==> src/rtl/snapshot_readout_if.sv <==
// Snapshot readout bus: capture-buffer read port plus AXI-stream sample output.
interface snapshot_readout_if #(
    parameter int DATA_W = 16,
    parameter int ADDR_W = 10
) ();
    logic              mem_rd_en;
    logic [ADDR_W-1:0] mem_rd_addr;
    logic [DATA_W-1:0] mem_rd_data;
    logic [DATA_W-1:0] m_axis_tdata;
    logic              m_axis_tvalid;
    logic              m_axis_tready;
    logic              m_axis_tlast;

    modport master (
        output mem_rd_en,
        output mem_rd_addr,
        input  mem_rd_data,
        output m_axis_tdata,
        output m_axis_tvalid,
        output m_axis_tlast,
        input  m_axis_tready
    );

    modport slave (
        input  mem_rd_en,
        input  mem_rd_addr,
        output mem_rd_data,
        input  m_axis_tdata,
        input  m_axis_tvalid,
        input  m_axis_tlast,
        output m_axis_tready
    );
endinterface

==> src/rtl/snapshot_readout.sv <==
// Streams snap_len samples from a capture buffer onto AXI-stream via a 2-deep FIFO.
// Define SNAPSHOT_READOUT_ABORT_EN to add the abort input.
module snapshot_readout #(
    parameter int DATA_W = 16,
    parameter int ADDR_W = 10,
    parameter int CNT_W  = 32
) (
    input  logic              sys_clk,
    input  logic              sys_rst,
    input  logic              start,
`ifdef SNAPSHOT_READOUT_ABORT_EN
    input  logic              abort,
`endif
    input  logic [CNT_W-1:0]  snap_len,
    input  logic [ADDR_W-1:0] base_addr,
    snapshot_readout_if.master bus,
    output logic              busy,
    output logic              readout_done,
    output logic [CNT_W-1:0]  rd_count_dbg
);

    typedef enum logic [2:0] {
        S_IDLE,
        S_READ,
        S_DRAIN,
        S_DONE
`ifdef SNAPSHOT_READOUT_ABORT_EN
        , S_ABORT
`endif
    } state_t;

    state_t            state;
    state_t            state_n;
    logic [CNT_W-1:0]  len_q;
    logic [CNT_W-1:0]  issued;
    logic [CNT_W-1:0]  accepted;
    logic [ADDR_W-1:0] base_q;
    logic              inflight;
    logic              done_q;

    logic [DATA_W-1:0] fifo_mem [2];
    logic              wr_ptr;
    logic              rd_ptr;
    logic [1:0]        count;

    logic              rd_en;
    logic              push;
    logic              pop;
    logic              flush;
    logic              load;
    logic              last_beat;
    logic              tvalid;
    logic [1:0]        occ;

    assign tvalid    = (count != 2'd0);
    assign pop       = tvalid && bus.m_axis_tready;
    assign last_beat = (accepted == len_q - CNT_W'(1));
    // Occupancy the FIFO will see once outstanding reads land.
    assign occ       = count + {1'b0, inflight} - {1'b0, pop};

    always_comb begin
        state_n = state;
        rd_en   = 1'b0;
        push    = 1'b0;
        flush   = 1'b0;
        load    = 1'b0;
        unique case (state)
            S_IDLE: begin
                if (start) begin
                    load    = (snap_len != '0);
                    state_n = (snap_len != '0) ? S_READ : S_DONE;
                end
            end
            S_READ: begin
                push  = inflight;
                rd_en = (issued < len_q) && (occ < 2'd2);
                if (rd_en && (issued + CNT_W'(1) == len_q))
                    state_n = S_DRAIN;
`ifdef SNAPSHOT_READOUT_ABORT_EN
                if (abort) begin
                    rd_en   = 1'b0;
                    state_n = S_ABORT;
                end
`endif
            end
            S_DRAIN: begin
                push = inflight;
                if (pop && last_beat)
                    state_n = S_DONE;
`ifdef SNAPSHOT_READOUT_ABORT_EN
                if (abort)
                    state_n = S_ABORT;
`endif
            end
            S_DONE: begin
                if (!start)
                    state_n = S_IDLE;
            end
`ifdef SNAPSHOT_READOUT_ABORT_EN
            // Let the presented beat complete, then throw the rest away.
            S_ABORT: begin
                if (!tvalid || pop) begin
                    flush   = 1'b1;
                    state_n = S_IDLE;
                end
            end
`endif
            default: state_n = S_IDLE;
        endcase
    end

    always_ff @(posedge sys_clk) begin
        if (sys_rst) begin
            state    <= S_IDLE;
            len_q    <= '0;
            base_q   <= '0;
            issued   <= '0;
            accepted <= '0;
            inflight <= 1'b0;
            done_q   <= 1'b0;
            wr_ptr   <= 1'b0;
            rd_ptr   <= 1'b0;
            count    <= 2'd0;
        end else begin
            state    <= state_n;
            inflight <= rd_en;
            done_q   <= (state_n == S_DONE) && (state != S_DONE);
            if (load) begin
                len_q    <= snap_len;
                base_q   <= base_addr;
                issued   <= '0;
                accepted <= '0;
            end else begin
                if (rd_en)
                    issued <= issued + CNT_W'(1);
                if (pop)
                    accepted <= accepted + CNT_W'(1);
            end
            if (flush) begin
                wr_ptr <= 1'b0;
                rd_ptr <= 1'b0;
                count  <= 2'd0;
            end else begin
                if (push)
                    wr_ptr <= ~wr_ptr;
                if (pop)
                    rd_ptr <= ~rd_ptr;
                count <= count + {1'b0, push} - {1'b0, pop};
            end
        end
    end

    always_ff @(posedge sys_clk) begin
        if (push)
            fifo_mem[wr_ptr] <= bus.mem_rd_data;
    end

    assign bus.mem_rd_en     = rd_en;
    assign bus.mem_rd_addr   = rd_en ? base_q + issued[ADDR_W-1:0] : '0;
    assign bus.m_axis_tvalid = tvalid;
    assign bus.m_axis_tdata  = tvalid ? fifo_mem[rd_ptr] : '0;
    assign bus.m_axis_tlast  = tvalid && last_beat;

    assign busy         = (state == S_READ) || (state == S_DRAIN);
    assign readout_done = done_q;
    assign rd_count_dbg = accepted;

endmodule

==> src/flat_wrapper.sv <==
// flat-port wrapper written by rule: the top's interface ports become plain ports
module snapshot_readout_flat 
#(
    parameter int DATA_W = 16,
    parameter int ADDR_W = 10,
    parameter int CNT_W  = 32
)
  (sys_clk, sys_rst, start, snap_len, base_addr, busy, readout_done, rd_count_dbg, bus_mem_rd_en, bus_mem_rd_addr, bus_mem_rd_data, bus_m_axis_tdata, bus_m_axis_tvalid, bus_m_axis_tlast, bus_m_axis_tready);
  snapshot_readout_if #(.DATA_W(DATA_W), .ADDR_W(ADDR_W)) bus_i ();
  input  logic sys_clk;
  input  logic sys_rst;
  input  logic start;
  input  logic [CNT_W-1:0] snap_len;
  input  logic [ADDR_W-1:0] base_addr;
  output logic busy;
  output logic readout_done;
  output logic [CNT_W-1:0] rd_count_dbg;
  output wire logic [$bits(bus_i.mem_rd_en)-1:0] bus_mem_rd_en;
  output wire logic [$bits(bus_i.mem_rd_addr)-1:0] bus_mem_rd_addr;
  input wire logic [$bits(bus_i.mem_rd_data)-1:0] bus_mem_rd_data;
  output wire logic [$bits(bus_i.m_axis_tdata)-1:0] bus_m_axis_tdata;
  output wire logic [$bits(bus_i.m_axis_tvalid)-1:0] bus_m_axis_tvalid;
  output wire logic [$bits(bus_i.m_axis_tlast)-1:0] bus_m_axis_tlast;
  input wire logic [$bits(bus_i.m_axis_tready)-1:0] bus_m_axis_tready;
  assign bus_mem_rd_en = bus_i.mem_rd_en;
  assign bus_mem_rd_addr = bus_i.mem_rd_addr;
  assign bus_i.mem_rd_data = bus_mem_rd_data;
  assign bus_m_axis_tdata = bus_i.m_axis_tdata;
  assign bus_m_axis_tvalid = bus_i.m_axis_tvalid;
  assign bus_m_axis_tlast = bus_i.m_axis_tlast;
  assign bus_i.m_axis_tready = bus_m_axis_tready;
  snapshot_readout #(.DATA_W(DATA_W), .ADDR_W(ADDR_W), .CNT_W(CNT_W)) u_core (.sys_clk(sys_clk), .sys_rst(sys_rst), .start(start), .snap_len(snap_len), .base_addr(base_addr), .bus(bus_i), .busy(busy), .readout_done(readout_done), .rd_count_dbg(rd_count_dbg));
endmodule
==> config.mk <==
export PLATFORM = sky130hd
export DESIGN_NAME = snapshot_readout_flat
export DESIGN_NICKNAME = d
export VERILOG_FILES = /design/src/rtl/snapshot_readout_if.sv /design/src/rtl/snapshot_readout.sv /design/src/flat_wrapper.sv
export SDC_FILE = /design/constraint.sdc
export NUM_CORES = 1
export LEC_CHECK = 0
export ABC_AREA = 0
export BUFFER_PORTS_ARGS = -buffer_cell sky130_fd_sc_hd__buf_4
export CAP_MARGIN = 20
export CORE_MARGIN = 2
export CORE_UTILIZATION = 50
export DETAILED_ROUTE_END_ITERATION = 10
export PLACE_DENSITY = 0.71
export SKIP_LAST_GASP = 1
export SLEW_MARGIN = 20
export SYNTH_ARGS = -nofsm -noshare
export SYNTH_HDL_FRONTEND = slang
export SYNTH_SLANG_ARGS = --single-unit
==> constraint.sdc <==
create_clock -name sys_clk -period 6.8 [get_ports sys_clk]
set_input_delay 0.34 -clock sys_clk [delete_from_list [all_inputs] [get_ports sys_clk]]
set_output_delay 0.34 -clock sys_clk [all_outputs]
set_load 0.02 [all_outputs]
==> results.ini <==
[run_status]
status = completed

[routing]
wl_met2_um = 11100
vias = 8150
first_iter_violations = 670
dr_wl_met3_um = 1530
vias_per_cell = 5.74
highest_layer = met4
drc = 0
firstDrtPassIters = 5
antenna_left = 0
wl_met1_um = 10800
routedWlPerCell_um = 16.9
drt-total-wl_um = 24100

[placed_design]
dp_hpwl_um = 17700
gp_congestion = 0.917
pre_cts_slack_ns = 3.07
dp.cells = 1390
port_buffers = 124
placed_cell_area_um2 = 10400

[layout]
fin_nets = 1285
drive_gt1_frac = 0.156
fin_cells = 1421
final_cell_mix = nor2_1, buf_4, dfxtp_1
fillers = 1671
synthToLayoutAreaGrowth_pct = 16.3
mostFrequentLayoutCell = nor2_1
stdcell_area_um2 = 11000
postLayoutCoreUtil = 0.589
antennaDiodeCount = 0

[floorplan]
die_h_um = 141
ioPinCount = 125
core_um2 = 18600
die_x_um = 141
row_count = 50
start_util = 0.506
fp.dieArea_um2 = 20000

[setup_path]
regToRegEndpoint = u_core.issued[16]
worstReg2RegStart = u_core.count[1]
r2r_setup_slack_ns = 3.14
critPathRequiredTime_ns = 6.46
cp-start-kind = flop
worstPathArrival_ns = 3.91
cp_max_fo = 11
worstRegToRegCells = 13
crit_path_end_kind = primary output
criticalPathCategory = flop to primary output

[global_routing]
overflow = 0
antenna_found_initial = 0
grt_pass1_wl_um = 38200
grt_max_degree = 65
grt_usage = 0.241
grt_pass1_vias = 7341

[power]
leakage_uw = 0.00439
power.density_nw_per_um2 = 207
irDropWorstVdd_uv = 193

[clock_network]
clk_path_buf_depth = 2
numCtsBuffers = 17
ctsHoldBuffers = 0
cts_tree = yes
cts_resized = 0
postCtsSetupRepairBufs = 0
path_clk_slew_ns = 0.07
cts.sinks = 148
cts_root_buf = clkbuf_16
cts-htree-levels = 4
insertion_delay_ns = 0.43

[timing]
finalCriticalPeriod_ns = 4.25
tns_ns = 0
worstMarginPinSlew_ns = 1.07
hold_viol = 0
slew_viol_final = 0
slew_headroom = 0.283
fmax_mhz = 235
rsz0062_at_grt = no
post-route-period-util = 0.625
timing.final.ws_setup_ns = 2.55
setup_viol = 0
skew_ns = 0.00854

[min_path]
hp-class = input pin to flop
hp-start = bus_mem_rd_data[0]
whs_path_depth = 1
whs_endpoint = u_core.fifo_mem[1][0]

[yosys]
synth-xor-area-share = 0.137
yosysSeqAreaShare = 0.348
netlist_instances = 1099
synth_top_family_by_area = simple AND/OR/NAND/NOR gates
yosys-top-cells-area = dfxtp_1, edfxtp_1, xnor2_1, nor2_1, mux2i_1
ys_types = 70
yosys.area.top_type_share = 0.246
synth_simple_gate_area_frac = 0.241
ys_ff_latch = 148
synth_edf_count = 32
async_reset_ff_frac = 0
yosys.area_share.adder = 0.0644
synth-main-ff-cell = dfxtp_1
avgSynthCellArea_um2 = 8.59
synth.mux.area_fraction = 0.0681
synth-compound-area-share = 0.0867
yosys.area.top_type = dfxtp_1
syn-cell-area_um2 = 9440
synth_fp_nets = 1209
yosysWarnings = 0

[run]
cap_violations = 0

cell families (layout without fill, tap and decap cells):
family / after synthesis / in the layout
other: 1 / 1
and+or+nand+nor: 440 / 440
buffers and inverters: 122 / 210
xor gates and xnor gates: 148 / 148
AOI/OAI and AO/OA: 128 / 128
DFF: 148 / 148
muxes: 64 / 64
adders and majority gates: 48 / 48
critical path, stage by stage (launching register included):
cell and delay [ns]:
dfxtp_1 0.43, nor4_4 0.57, nand4_1 0.46, or4_1 0.60, a211oi_1 0.27, o22ai_1 0.16
or4_4 0.48, nor3_1 0.30, buf_4 0.21
how the worst max path moves through the flow:
stage	startpoint	endpoint	slack, ns	cells after the start
2_1_floorplan	u_core.count[1]	bus_mem_rd_addr[9]	3.24	14
5_1_grt	u_core.count[1]	bus_mem_rd_addr[1]	2.30	12
3_3_place_gp	u_core.len_q[2]	bus_m_axis_tlast	3.11	8
4_1_cts	u_core.len_q[2]	bus_m_axis_tlast	2.59	8
6_report	u_core.len_q[2]	bus_m_axis_tlast	2.55	8
3_5_place_dp	u_core.len_q[2]	bus_m_axis_tlast	3.07	8
registers in the layout, summed over array words and instances (netlist names), 2 cells and up, named ones only:
name / flops
u_core.state: 3
u_core.len_q: 32
u_core.issued: 32
u_core.base_q: 10
u_core.count: 2
u_core.rd_count_dbg: 32
u_core.fifo_mem: 32
layout make-up:
| cell class | count | area (µm²) | area share |
|---|---|---|---|
| well taps | 234 | 293 | 0.0267 |
| clock buffers | 18 | 429 | 0.0391 |
| flip-flops and latches | 148 | 3280 | 0.299 |
| inverters | 50 | 188 | 0.0171 |
| multi-input cells | 829 | 5670 | 0.517 |
| clock inverters | 13 | 148 | 0.0134 |
| repair buffers | 129 | 968 | 0.0882 |
per-layer routing:
metal / vias to the layer above / track usage
li1: 3988 / -
met1: 3831 / 0.330
met2: 280 / 0.382
met3: 51 / 0.0395
met4: 0 / 0.0932
met5: - / 0
stage by stage:
stage	hold slack [ns]	total power, µW
finish	0.0937	2280
detailed placement	0.497	1350
CTS	0.0819	2290
global route	0.0840	2360
global placement	0.501	1350
floorplan	0.439	1230
cell usage after synthesis (11+ instances only):
master and count:
a21oi_1 34, and2_1 11, and3_1 14, and4_1 11, clkbuf_1 54, dfxtp_1 116, edfxtp_1 32, ha_1 47
inv_1 50, mux2i_1 62, nand2_1 43, nand3_1 44, nand4_1 24, nor2_1 167, nor3_1 37, nor4_1 19
o21ai_0 33, or3_1 18, xnor2_1 94, xor2_1 54
where the power goes:
| part | switching, µW | internal, µW |
|---|---|---|
| Clock | 396 | 543 |
| Sequential | 41.4 | 915 |
| Combinational | 210 | 171 |
Note: power is estimated with default switching activity, not from simulation.
